--- src/rtl/alu_control_md.sv ---
// alu_control_md: EX-stage ALU control with a multi-cycle multiply/divide sequencer.
//
// Decodes {alu_op, function} into a registered ALU operation code. The code has
// one cycle of latency and is held while the pipeline is stalled. The block also
// sequences MULT/MULTU/DIV/DIVU as IDLE -> RUN (MD_CYCLES cycles) -> DONE, and
// generates the start, busy, done and HI/LO write strobes plus the pipeline stall.
//
// Ports:
//   clk             rising-edge clock
//   reset           asynchronous, active-low reset
//   valid_i         EX stage holds a valid instruction
//   flush_i         synchronous pipeline flush (highest priority)
//   alu_op_i        ALUOp from main control
//   alu_function_i  instruction function field
//   divisor_zero_i  divisor operand is zero (sampled when a DIV is accepted)
//   alu_operation_o registered ALU operation code (zero-extended to OP_WIDTH)
//   md_op_o         latched MD kind: 00 MULT, 01 MULTU, 10 DIV, 11 DIVU
//   md_start_o      one-cycle pulse in the first RUN cycle
//   md_busy_o       sequencer in RUN
//   md_count_o      current iteration index
//   md_done_o       one-cycle completion pulse
//   hilo_we_o       one-cycle HI/LO write enable
//   stall_o         freeze IF/ID/EX
module alu_control_md #(
  parameter  int unsigned OP_WIDTH  = 4,
  parameter  int unsigned MD_CYCLES = 32,
  localparam int unsigned CNT_W     = $clog2(MD_CYCLES)
) (
  input  logic                clk,
  input  logic                reset,
  input  logic                valid_i,
  input  logic                flush_i,
  input  logic [2:0]          alu_op_i,
  input  logic [5:0]          alu_function_i,
  input  logic                divisor_zero_i,
  output logic [OP_WIDTH-1:0] alu_operation_o,
  output logic [1:0]          md_op_o,
  output logic                md_start_o,
  output logic                md_busy_o,
  output logic [CNT_W-1:0]    md_count_o,
  output logic                md_done_o,
  output logic                hilo_we_o,
  output logic                stall_o
);

  typedef enum logic [1:0] {
    S_IDLE,
    S_RUN,
    S_DONE
  } state_e;

  state_e                state_q, state_d;
  logic [CNT_W-1:0]      count_q, count_d;
  logic [1:0]            md_op_q, md_op_d;
  logic                  zdiv_q, zdiv_d;
  logic [OP_WIDTH-1:0]   alu_op_q, alu_op_d;

  logic [3:0]            dec_code;
  logic                  md_req;

  localparam logic [CNT_W-1:0] CNT_LAST = CNT_W'(MD_CYCLES - 1);

  // Operation-code decode of the instruction currently in EX.
  always_comb begin
    dec_code = 4'd0;
    if (valid_i) begin
      if (alu_op_i == 3'b111) begin
        case (alu_function_i)
          6'b100000: dec_code = 4'd3;
          6'b100010: dec_code = 4'd1;
          6'b100101: dec_code = 4'd2;
          6'b000000: dec_code = 4'd5;
          6'b000010: dec_code = 4'd6;
          6'b100100: dec_code = 4'd7;
          6'b100111: dec_code = 4'd8;
          6'b101010: dec_code = 4'd10;
          6'b100110: dec_code = 4'd11;
          6'b010000: dec_code = 4'd12;
          6'b010010: dec_code = 4'd13;
          6'b011000,
          6'b011001,
          6'b011010,
          6'b011011: dec_code = 4'd14;
          default:   dec_code = 4'd9;
        endcase
      end else begin
        case (alu_op_i)
          3'b000:  dec_code = 4'd1;
          3'b001:  dec_code = 4'd4;
          3'b010:  dec_code = 4'd2;
          3'b011:  dec_code = 4'd7;
          3'b100:  dec_code = 4'd3;
          3'b101:  dec_code = 4'd9;
          3'b110:  dec_code = 4'd10;
          default: dec_code = 4'd9;
        endcase
      end
    end
  end

  assign md_req = valid_i && (alu_op_i == 3'b111) && (alu_function_i[5:2] == 4'b0110);

  always_comb begin
    state_d  = state_q;
    count_d  = count_q;
    md_op_d  = md_op_q;
    zdiv_d   = zdiv_q;
    alu_op_d = (state_q == S_RUN) ? alu_op_q : OP_WIDTH'(dec_code);
    if (flush_i) begin
      alu_op_d = '0;
    end

    case (state_q)
      S_IDLE: begin
        count_d = '0;
        if (md_req && !flush_i) begin
          md_op_d = alu_function_i[1:0];
          // A zero-divisor divide never runs: it goes straight to DONE with no HI/LO write.
          if (alu_function_i[1] && divisor_zero_i) begin
            state_d = S_DONE;
            zdiv_d  = 1'b1;
          end else begin
            state_d = S_RUN;
            zdiv_d  = 1'b0;
          end
        end
      end
      S_RUN: begin
        if (flush_i) begin
          state_d = S_IDLE;
          count_d = '0;
        end else if (count_q == CNT_LAST) begin
          state_d = S_DONE;
          count_d = '0;
        end else begin
          count_d = count_q + 1'b1;
        end
      end
      S_DONE: begin
        // The MD instruction still sitting in EX is deliberately not re-accepted here.
        state_d = S_IDLE;
        count_d = '0;
      end
      default: begin
        state_d = S_IDLE;
        count_d = '0;
      end
    endcase
  end

  always_ff @(posedge clk or negedge reset) begin
    if (!reset) begin
      state_q  <= S_IDLE;
      count_q  <= '0;
      md_op_q  <= '0;
      zdiv_q   <= 1'b0;
      alu_op_q <= '0;
    end else begin
      state_q  <= state_d;
      count_q  <= count_d;
      md_op_q  <= md_op_d;
      zdiv_q   <= zdiv_d;
      alu_op_q <= alu_op_d;
    end
  end

  // All strobes derive from registered state only, so stall has no input-to-output path.
  assign alu_operation_o = alu_op_q;
  assign md_op_o         = md_op_q;
  assign md_count_o      = count_q;
  assign stall_o         = (state_q == S_RUN);
  assign md_busy_o       = (state_q == S_RUN);
  assign md_start_o      = (state_q == S_RUN) && (count_q == '0);
  assign md_done_o       = (state_q == S_DONE);
  assign hilo_we_o       = (state_q == S_DONE) && !zdiv_q;

endmodule

--- config.mk ---
export PLATFORM = sky130hd
export DESIGN_NAME = alu_control_md
export DESIGN_NICKNAME = d
export VERILOG_FILES = /design/src/rtl/alu_control_md.sv
export SDC_FILE = /design/constraint.sdc
export NUM_CORES = 1
export LEC_CHECK = 0
export BUFFER_PORTS_ARGS = -buffer_cell sky130_fd_sc_hd__buf_2
export CORE_MARGIN = 1.5
export CORE_UTILIZATION = 53
export DETAILED_ROUTE_END_ITERATION = 8
export HOLD_SLACK_MARGIN = 0.02
export PLACE_DENSITY = 0.89
export SYNTH_ARGS = -nofsm -noshare
export SYNTH_HDL_FRONTEND = slang
export SYNTH_SLANG_ARGS = --single-unit
--- constraint.sdc ---
create_clock -name clk -period 3.9 [get_ports clk]
set_input_delay 0.39 -clock clk [delete_from_list [all_inputs] [get_ports clk]]
set_output_delay 0.39 -clock clk [all_outputs]
set_load 0.1 [all_outputs]
==> Word-level counts from Yosys, hierarchy flattened <==
Memory sizes are Yosys's and may differ from the RTL's.
Cells that the tools add are included.
{ "word_totals": {"ff_bits": 14, "rom_bits": 256, "input_bits": 14, "elab_cells": 47, "mem_count": 1} }
{ "classes": {"addsub": 1, "eq_ne": 13, "n_mux": 14, "reduce_logical": 13} }
{ "memory_table": {"columns": ["memory", "depth", "word_bits", "read_ports", "rd_ports_with_merged_regs", "write_ports", "line_no", "text"], "rows": [
  ["(name not given)", 64, 4, 1, 0, 0, "68", "case (alu_function_i)"]
]} }
{ "ops": {"columns": ["operator", "count"], "rows": [
  ["case mux 4 bit (6 select lines)", 1],
  ["2-to-1 mux 4 bit", 4],
  ["2-to-1 mux 5 bit", 3],
  ["equality test 3 bit, second input constant", 3],
  ["2-to-1 mux 2 bit", 4],
  ["equality test 3 x 2 -> 1 bit, second input constant", 2],
  ["logical AND 1 bit", 6],
  ["adder 5 x 1 -> 5 bit, second input constant", 1],
  ["equality test 5 bit, second input constant", 1],
  ["zero test 5 bit", 1],
  ["equality test 4 x 3 -> 1 bit, second input constant", 1],
  ["!= test 2 bit, second input constant", 2],
  ["case mux 2 bit (2 select lines)", 1],
  ["AND reduction 2 bit", 2],
  ["equality test 3 x 1 -> 1 bit, second input constant", 1],
  ["zero test 3 bit", 1],
  ["!= test 3 x 2 -> 1 bit, second input constant", 1],
  ["equality test 2 x 1 -> 1 bit, second input constant", 1],
  ["equality test 2 bit, second input constant", 1],
  ["zero test 1 bit", 2],
  ["zero test 2 bit", 1],
  ["2-to-1 mux 1 bit", 1]
]} }

==> Longest topological paths before layout <==
Gate-level depths: netlist (run 1).
{ "logic_depth": {"ltp_word": 6, "ltp_mapped": 5} }

==> Worst setup path after synthesis (run 1) <==
Ideal clock, no wire load.
{ "synth_timing": {"path_kind": "flip-flop to output port", "startpoint": "reg state_q[0]", "endpoint": "out md_start_o", "arrival_ns": 4.157, "required_ns": 3.510, "path_slack_ns": -0.647, "path_stages_with_launch": 4, "path_buffers": 0, "cell_sequence": "dfrtp_1 > nor2b_1 > nand3b_1 > nor3_1"} }
{ "synth_between": {"elab_chain_len": 2} }
{ "synth_rtl": {"columns": ["element", "line_no", "text"], "rows": [
  ["start: declaration", "52", "state_e state_q, state_d;"],
  ["start signal: assignment", "159", "state_q <= state_d;"],
  ["equality test 2 x 1 -> 1 bit", null, null],
  ["via md_busy_o", "39", "output logic md_busy_o,"],
  ["logical AND 1 bit", "173", "assign md_start_o = (state_q == S_RUN) && (count_q == '0);"],
  ["end: declaration", "38", "output logic md_start_o,"]
]} }
The timed path passes the listed nets, and every way through them passes these cells.

==> Worst setup path in the final report (run 1) <==
{ "layout_timing": {"startpoint": "reg state_q[0]", "endpoint": "out md_start_o"} }
{ "layout_between": {"elab_chain_len": 2} }
{ "layout_rtl": {"columns": ["element", "line_no"], "rows": [
  ["equality test 2 x 1 -> 1 bit", "173"],
  ["logical AND 1 bit", "173"]
]} }
No other way between the ends.

==> impl_metrics.ini, run 1 <==
[status]
outcome = finished with violations
violations_in_the_final_reports = design-rule violations

[layout]
layout_commonest_cell = buf_2
layout.nets = 145
fraction_of_layout_cells_with_a_size_suffix_above_1_pct = 34.6
multi_input_area_um2 = 517
mostFrequentLayoutCells = 29 x buf_2, 14 x dfrtp_1, 11 x nor2_1
sequential_cell_area_um2 = 350
antennaDiodeCount = 0
n_fill_cell = 130
syn2layout_area_growth_pct = 20.3

[floorplanning]
fp.dieH_um = 44.6
die_area_um2 = 1990
effective_utilization_at_floorplan_pct = 58.9
die_w_um = 44.6
coreArea_um2 = 1560
floorplan.io_pins = 30
core.rowCount = 14

[global_route]
first_global_vias = 776
busiest_layer = met2
met1_track_demand_over_resource_pct = 30.6
antenna_found_initial = 0
grt_max_degree = 15
gr-usage-met2_pct = 38.0
grt_pass1_wl_um = 3350
global_route.usage.total_pct = 24.1
groute.layer.met3.usage_pct = 6.94
grt-ovfl-total = 0

[worst_setup_path]
cp-end-kind = primary output
cpLargestDelayFamily = simple AND/OR/NAND/NOR gates
worst_setup_path_startpoint = state_q[0]
crit_chain = nor2b_1 > nand3b_1 > nor3_2 > buf_2
critical_path.reg2reg.startpoint = state_q[0]
slowest_stage = dfrtp_1
timing.critical_path.arrival_ps = 1830
critPathLaunchType = flop
worst-r2r-cell-count = 4
worst-path-buf-inv = 1
timing.rr.end = state_q[0]
critical_path_class = flop to primary output
crit_path_end = md_start_o
timing.reg2reg.setup_slack_ps = 2010
path_depth = 4
critical_path_maximum_fanout = 6
worst_path_largest_cell_delay_ps = 450
worst_ep_required_time_ps = 3510

[placed_design]
detailed_place_hpwl_um = 1550
finalWeightedCongestion = 0.895
buffer_ports.inserted = 29
dp_slack_ps = 1740

[job]
drv_cap = 0

[power_and_ir_drop]
cellPowerDensity_nw_per_um2 = 291
vdd.ir_drop.worst_v = 0.000170
total_leakage_power_uw = 0.000558

[detailed_routing]
dr.first_iter.drc_count = 18
postRouteWirelength_um = 2000
via_count = 830
viasPerCell = 5.80
route.detailed.drc = 4
drt_first_pass_iters = 6
routed_wire_length_per_instance_um = 14.0
ant_nets = 0

[clock_network]
worstSkewPairLatency_ps = 290
cts_resized = 0
tritoncts = done
htree_num_levels = 1
numCtsBuffers = 3
clkSinkCount = 14
cts-root-to-sink-buffers = 2
postCtsSetupBuffers = 0
clock-root-buffer = clkbuf_4
clkSlewWorstSetupHoldPaths_ps = 80
cts_hold_buf = 1

[sta]
layout_worst_path_cycle_share_pct = 56.8
slew_viol_final = 0
final.setup_skew_ps = 4.57
post-route-worst-setup-slack_ps = 1680
max_freq_mhz = 451
min_period_ps = 2220
finalSetupViolations = 0
tightest_slew_ps = 542
grt_setup_unrepaired = false
slew-limit-headroom_pct = 63.8
hold_violations = 0
tns_ps = 0

[min_path]
hp-class = primary input to flop

[synth]
syn_area_um2 = 918
async_reset_ff_share_pct = 100
synthesized_area_per_cell_um2 = 9.37
synth_flop_cell = dfrtp_1
synth.lib_cells_used.distinct = 39
syn-num-nets = 115
gate_count_after_technology_mapping = 98
synth.yosys.seq_area_share_pct = 38.1
synthesis.yosys.warnings = 0
number_of_flops_mapped_to_enable_cells_by_yosys = 0
synth.ff_latch_count = 14
## routing by layer
layer	wire [um]	up-vias
met4	39	0
met5	0	-
met1	878	393
met2	975	23
met3	104	5
li1	-	409
## registers in the layout, summed over array words and instances, names as in the netlist
| signal | cells |
|---|---|
| alu_operation_o | 4 |
| md_op_o | 2 |
| state_q | 2 |
| zdiv_q | 1 |
| md_count_o | 5 |
## synthesized netlist by cell type (2+ instances only)
cell type / n / area share [%]
nor2b_1: 4 / 2.7
a22oi_1: 2 / 1.6
mux2_4: 2 / 3.3
a211oi_1: 2 / 1.6
a31oi_1: 2 / 1.4
nor2_1: 11 / 4.5
and2_1: 4 / 2.7
mux2i_1: 2 / 2.2
o21ai_0: 5 / 2.7
dfrtp_1: 14 / 38
clkbuf_1: 3 / 1.2
o311ai_0: 2 / 1.9
ha_1: 3 / 4.1
a32oi_1: 2 / 1.9
nand3b_1: 2 / 1.6
nor3_1: 3 / 1.6
a21oi_1: 4 / 2.2
nand2_1: 4 / 1.6
inv_1: 7 / 2.9
## worst min path at each step
stage,slack [ps],cells past startpoint,end,startpoint
2_1_floorplan,90,0,alu_operation_o[0],reset
3_3_place_gp,290,1,md_op_o[1],reset
3_5_place_dp,300,1,md_op_o[0],reset
4_1_cts,400,3,zdiv_q,divisor_zero_i
6_report,400,3,zdiv_q,divisor_zero_i
5_1_grt,400,3,zdiv_q,divisor_zero_i
## worst register-to-register path: cells and delay by family (launching register included)
kind | cells | cell delay, ps
simple gates | 3 | 1140
compound gates | 1 | 250
flops | 1 | 450
## area by class of cell
class                           count  area share [%]
Timing Repair Buffer               30            14.0
Clock buffer                        4            3.28
Inverter                            7            2.38
Multi-Input combinational cell     72            46.8
Tap cell                           16            1.81
Sequential cell                    14            31.7
## power by group
group / switching [uW] / leakage (uW) / total, uW / internal, uW
combinational: 44.2 / 0.000348 / 62.1 / 17.9
sequential: 1.96 / 0.000189 / 150 / 149
clock: 51.5 / 0.0000210 / 108 / 57.0
total: 97.6 / 0.000558 / 321 / 223
## stage by stage
step | cell area (um2) | utilization (%) | power [uW] | std cells | hold WS [ps]
finish | 1100 | 70.9 | 321 | 143 | 401
global route | 1100 | 70.9 | 334 | 143 | 395
CTS | 1100 | 70.9 | 321 | 143 | 397
detailed placement | 1060 | 67.9 | 215 | 138 | 297
global placement | 1060 | 67.9 | 213 | 138 | 291
floorplan | 923 | - | 196 | 98 | 94.4
## cells by family (layout without fill, tap and decap cells)
| group | count (synthesis) | count (layout) | synth area share [%] |
|---|---|---|---|
| xor+xnor | 2 | 2 | 1.91 |
| compound gates | 21 | 21 | 15.5 |
| fa+ha+maj | 3 | 3 | 4.09 |
| simple gates | 42 | 42 | 28.7 |
| flops | 14 | 14 | 38.1 |
| buf+inv | 12 | 41 | 6.13 |
| mux | 4 | 4 | 5.45 |
Note: power is estimated with default switching activity, not from simulation.
==> run 2: changes to the inputs <==
--- a/config.mk
+++ b/config.mk
@@ -5,12 +5,13 @@
 export SDC_FILE = /design/constraint.sdc
 export NUM_CORES = 1
 export LEC_CHECK = 0
+export ABC_AREA = 1
 export BUFFER_PORTS_ARGS = -buffer_cell sky130_fd_sc_hd__buf_2
 export CORE_MARGIN = 1.5
-export CORE_UTILIZATION = 53
+export CORE_UTILIZATION = 44
 export DETAILED_ROUTE_END_ITERATION = 8
 export HOLD_SLACK_MARGIN = 0.02
-export PLACE_DENSITY = 0.89
+export PLACE_DENSITY = 0.8
 export SYNTH_ARGS = -nofsm -noshare
 export SYNTH_HDL_FRONTEND = slang
 export SYNTH_SLANG_ARGS = --single-unit
==> constraint.sdc (replaced) <==
create_clock -name clk -period 1.8 [get_ports clk]
set_input_delay 0.18 -clock clk [delete_from_list [all_inputs] [get_ports clk]]
set_output_delay 0.18 -clock clk [all_outputs]
set_load 0.1 [all_outputs]
==> run 2 against run 1 <==
The run now ends clean; utilization decreased by 12 points; highest routed layer unchanged; area after synthesis shrank 3.8%; first-iteration DRC count increased by 11%; design area increased by 2.9%; hold slack worse by 220 ps.
==> impl_metrics.ini, run 2 <==
[floorplanning]
fp.dieH_um = 47.8
die_area_um2 = 2290
effective_utilization_at_floorplan_pct = 46.0
die_w_um = 47.8
core.rowCount = 16
floorplan.io_pins = 30
coreArea_um2 = 1920

[power_and_ir_drop]
seq_power_share_pct = 47.3
power_switching_uw = 209
p_clk_share_pct = 33.0
total_leakage_power_uw = 0.000643
power.combinational.fraction_pct = 19.7
total_internal_power_uw = 478
swShare_pct = 30.4
finalPower_uw = 686
vdd.ir_drop.worst_v = 0.000298
cellPowerDensity_nw_per_um2 = 603

[layout]
sequential_cell_area_um2 = 362
n_fill_cell = 203
antennaDiodeCount = 0
design_area_um2 = 1140
fraction_of_layout_cells_with_a_size_suffix_above_1_pct = 30.0
layout_commonest_cell = nand2_1
largest_reg_flops = 5
syn2layout_area_growth_pct = 28.8
final_core_util_pct = 59.2
layout.nets = 178
multi_input_area_um2 = 457
mostFrequentLayoutCells = 35 x nand2_1, 28 x buf_2, 18 x inv_1

[detailed_routing]
postRouteWirelength_um = 1920
route.detailed.drc = 0
via_count = 893
routed_wire_length_per_instance_um = 10.2
viasPerCell = 4.78
ant_nets = 0
dr.first_iter.drc_count = 20
drt_first_pass_iters = 4

[synth]
gate_count_after_technology_mapping = 128
synthAdderAreaFrac_pct = 4.25
synth_common_cells = 36 x nand2_1, 20 x inv_1, 17 x nor2_1, 14 x dfrtp_1, 11 x nand3_1
synth-compound-area-share_pct = 7.51
synthesis.yosys.warnings = 0
synth_flop_cell = dfrtp_1
synthDominantAreaCellType = dfrtp_1
post_synth_main_area_contributors = dfrtp_1 40%, nand2_1 15%, inv_1 8.5%, nor2_1 7.2%, nand3_1 6.2%
synth_top_family_by_area = simple AND/OR/NAND/NOR gates
synth.yosys.seq_area_share_pct = 39.7
synth_simple_gate_area_share_pct = 36.5
synth.lib_cells_used.distinct = 19
portion_of_netlist_area_occupied_by_mux_cells_pct = 0
number_of_flops_mapped_to_enable_cells_by_yosys = 0
synthesized_area_per_cell_um2 = 6.90
synth.ff_latch_count = 14
async_reset_ff_share_pct = 100
synthMostInstantiatedCell = nand2_1
syn_area_um2 = 883
synthesized_area_fraction_occupied_by_xor_and_xnor_cells_pct = 0.992
yosys_top_cell_area_share_pct = 39.7
syn-num-nets = 145

[status]
outcome = finished clean

[clock_network]
postCtsSetupBuffers = 0
cts_resized = 0
clkSinkCount = 14
htree_num_levels = 1
tritoncts = done
cts-root-to-sink-buffers = 2
numCtsBuffers = 3
clock-root-buffer = clkbuf_4
clkSlewWorstSetupHoldPaths_ps = 90
worstSkewPairLatency_ps = 270

[global_route]
grt_pass1_wl_um = 3040
groute.layer.met3.usage_pct = 2.26
antenna_found_initial = 0
gr-usage-met2_pct = 32.8
grt_max_degree = 15
first_global_vias = 752
busiest_layer = met2
grt-ovfl-total = 0
met1_track_demand_over_resource_pct = 23.5
global_route.usage.total_pct = 18.7

[sta]
finalSetupViolations = 0
grt_setup_unrepaired = false
min_period_ps = 1660
max_freq_mhz = 601
hold_violations = 0
tns_ps = 0
layout_worst_path_cycle_share_pct = 92.5
final.setup_skew_ps = 0.668
slew_viol_final = 0
slew-limit-headroom_pct = 67.4
hold-worst-slack_ps = 185
tightest_slew_ps = 492

[placed_design]
finalWeightedCongestion = 0.799
buffer_ports.inserted = 29
post_dp_cell_area_um2 = 1090
detailed_place_hpwl_um = 1560

[worst_setup_path]
timing.critical_path.arrival_ps = 1480
cp-end-kind = primary output
worst_ep_required_time_ps = 1620
critical_path_class = flop to primary output
critPathLaunchType = flop
critical_path_maximum_fanout = 5

[job]
drv_cap = 0

[min_path]
hp-class = primary input to flop
run 2: cell count changes after synthesis, sizes merged, moves of 3 or more:
cell    delta
and2       -4
clkbuf     -3
inv       +14
nand2     +33
nand3     +10
nor2       +7
nor2b      -4
run 2: through the flow:
step	instances	setup WS [ps]
floorplan	128	-78.1
global placement	182	261
detailed placement	182	224
CTS	187	109
global route	187	35.4
finish	187	135
run 2: cell families (layout without fill, tap and decap cells):
family	Yosys count	in the layout
AO/OA/AOI/OAI	13	13
flip-flops	14	14
adder cells (fa/ha/maj)	3	3
buffers and inverters	23	55
XOR/XNOR	1	1
AND/OR/NAND/NOR	74	74
run 2: layout make-up:
type | count | area share, %
multi-input cells | 91 | 40.2
flip-flops and latches | 14 | 31.8
well taps | 27 | 2.97
repair buffers | 30 | 15.0
inverters | 21 | 6.93
clock buffers | 4 | 3.19
run 2: metal layers:
layer  part of all wire (%)  routed length, um  vias up
met5                      0                  0        -
met1                     44                843      394
li1                       -                  -      463
met4                   0.99                 19        0
met3                    4.9                 93        4
met2                     50                958       32
run 2: path summary, 6_finish.rpt:
| path | endpoint | slack (ps) | from | cells past startpoint |
|---|---|---|---|---|
| max in group asynchronous | md_count_o[0] | 1220 | reset | 2 |
| hold / removal | md_count_o[4] | 190 | flush_i | 4 |
| setup reg to reg | state_q[1] | 230 | md_count_o[0] | 7 |
| min in group asynchronous | md_count_o[1] | 320 | reset | 2 |
| hold reg to reg | alu_operation_o[0] | 490 | alu_operation_o[0] | 2 |
| setup / recovery | md_start_o | 140 | md_count_o[0] | 5 |
run 2: critical path: stages (launching register included):
cell and delay, ps:
dfrtp_4 510, inv_2 60, ha_1 170, nand2_2 80, nor3_4 200, buf_12 200
run 2: power groups by stage:
stage / Clock (uW) / Sequential, uW / Combinational (uW)
floorplan: 0 / 377 / 44.0
global placement: 0 / 331 / 131
CTS: 230 / 325 / 136
detailed placement: 0 / 331 / 134
finish: 226 / 325 / 135
global route: 244 / 325 / 149
run 2: timing repair:
item,in CTS,in global routing
setup endpoints to repair,0,0
hold endpoints to repair,14,0
hold buffers,1,0
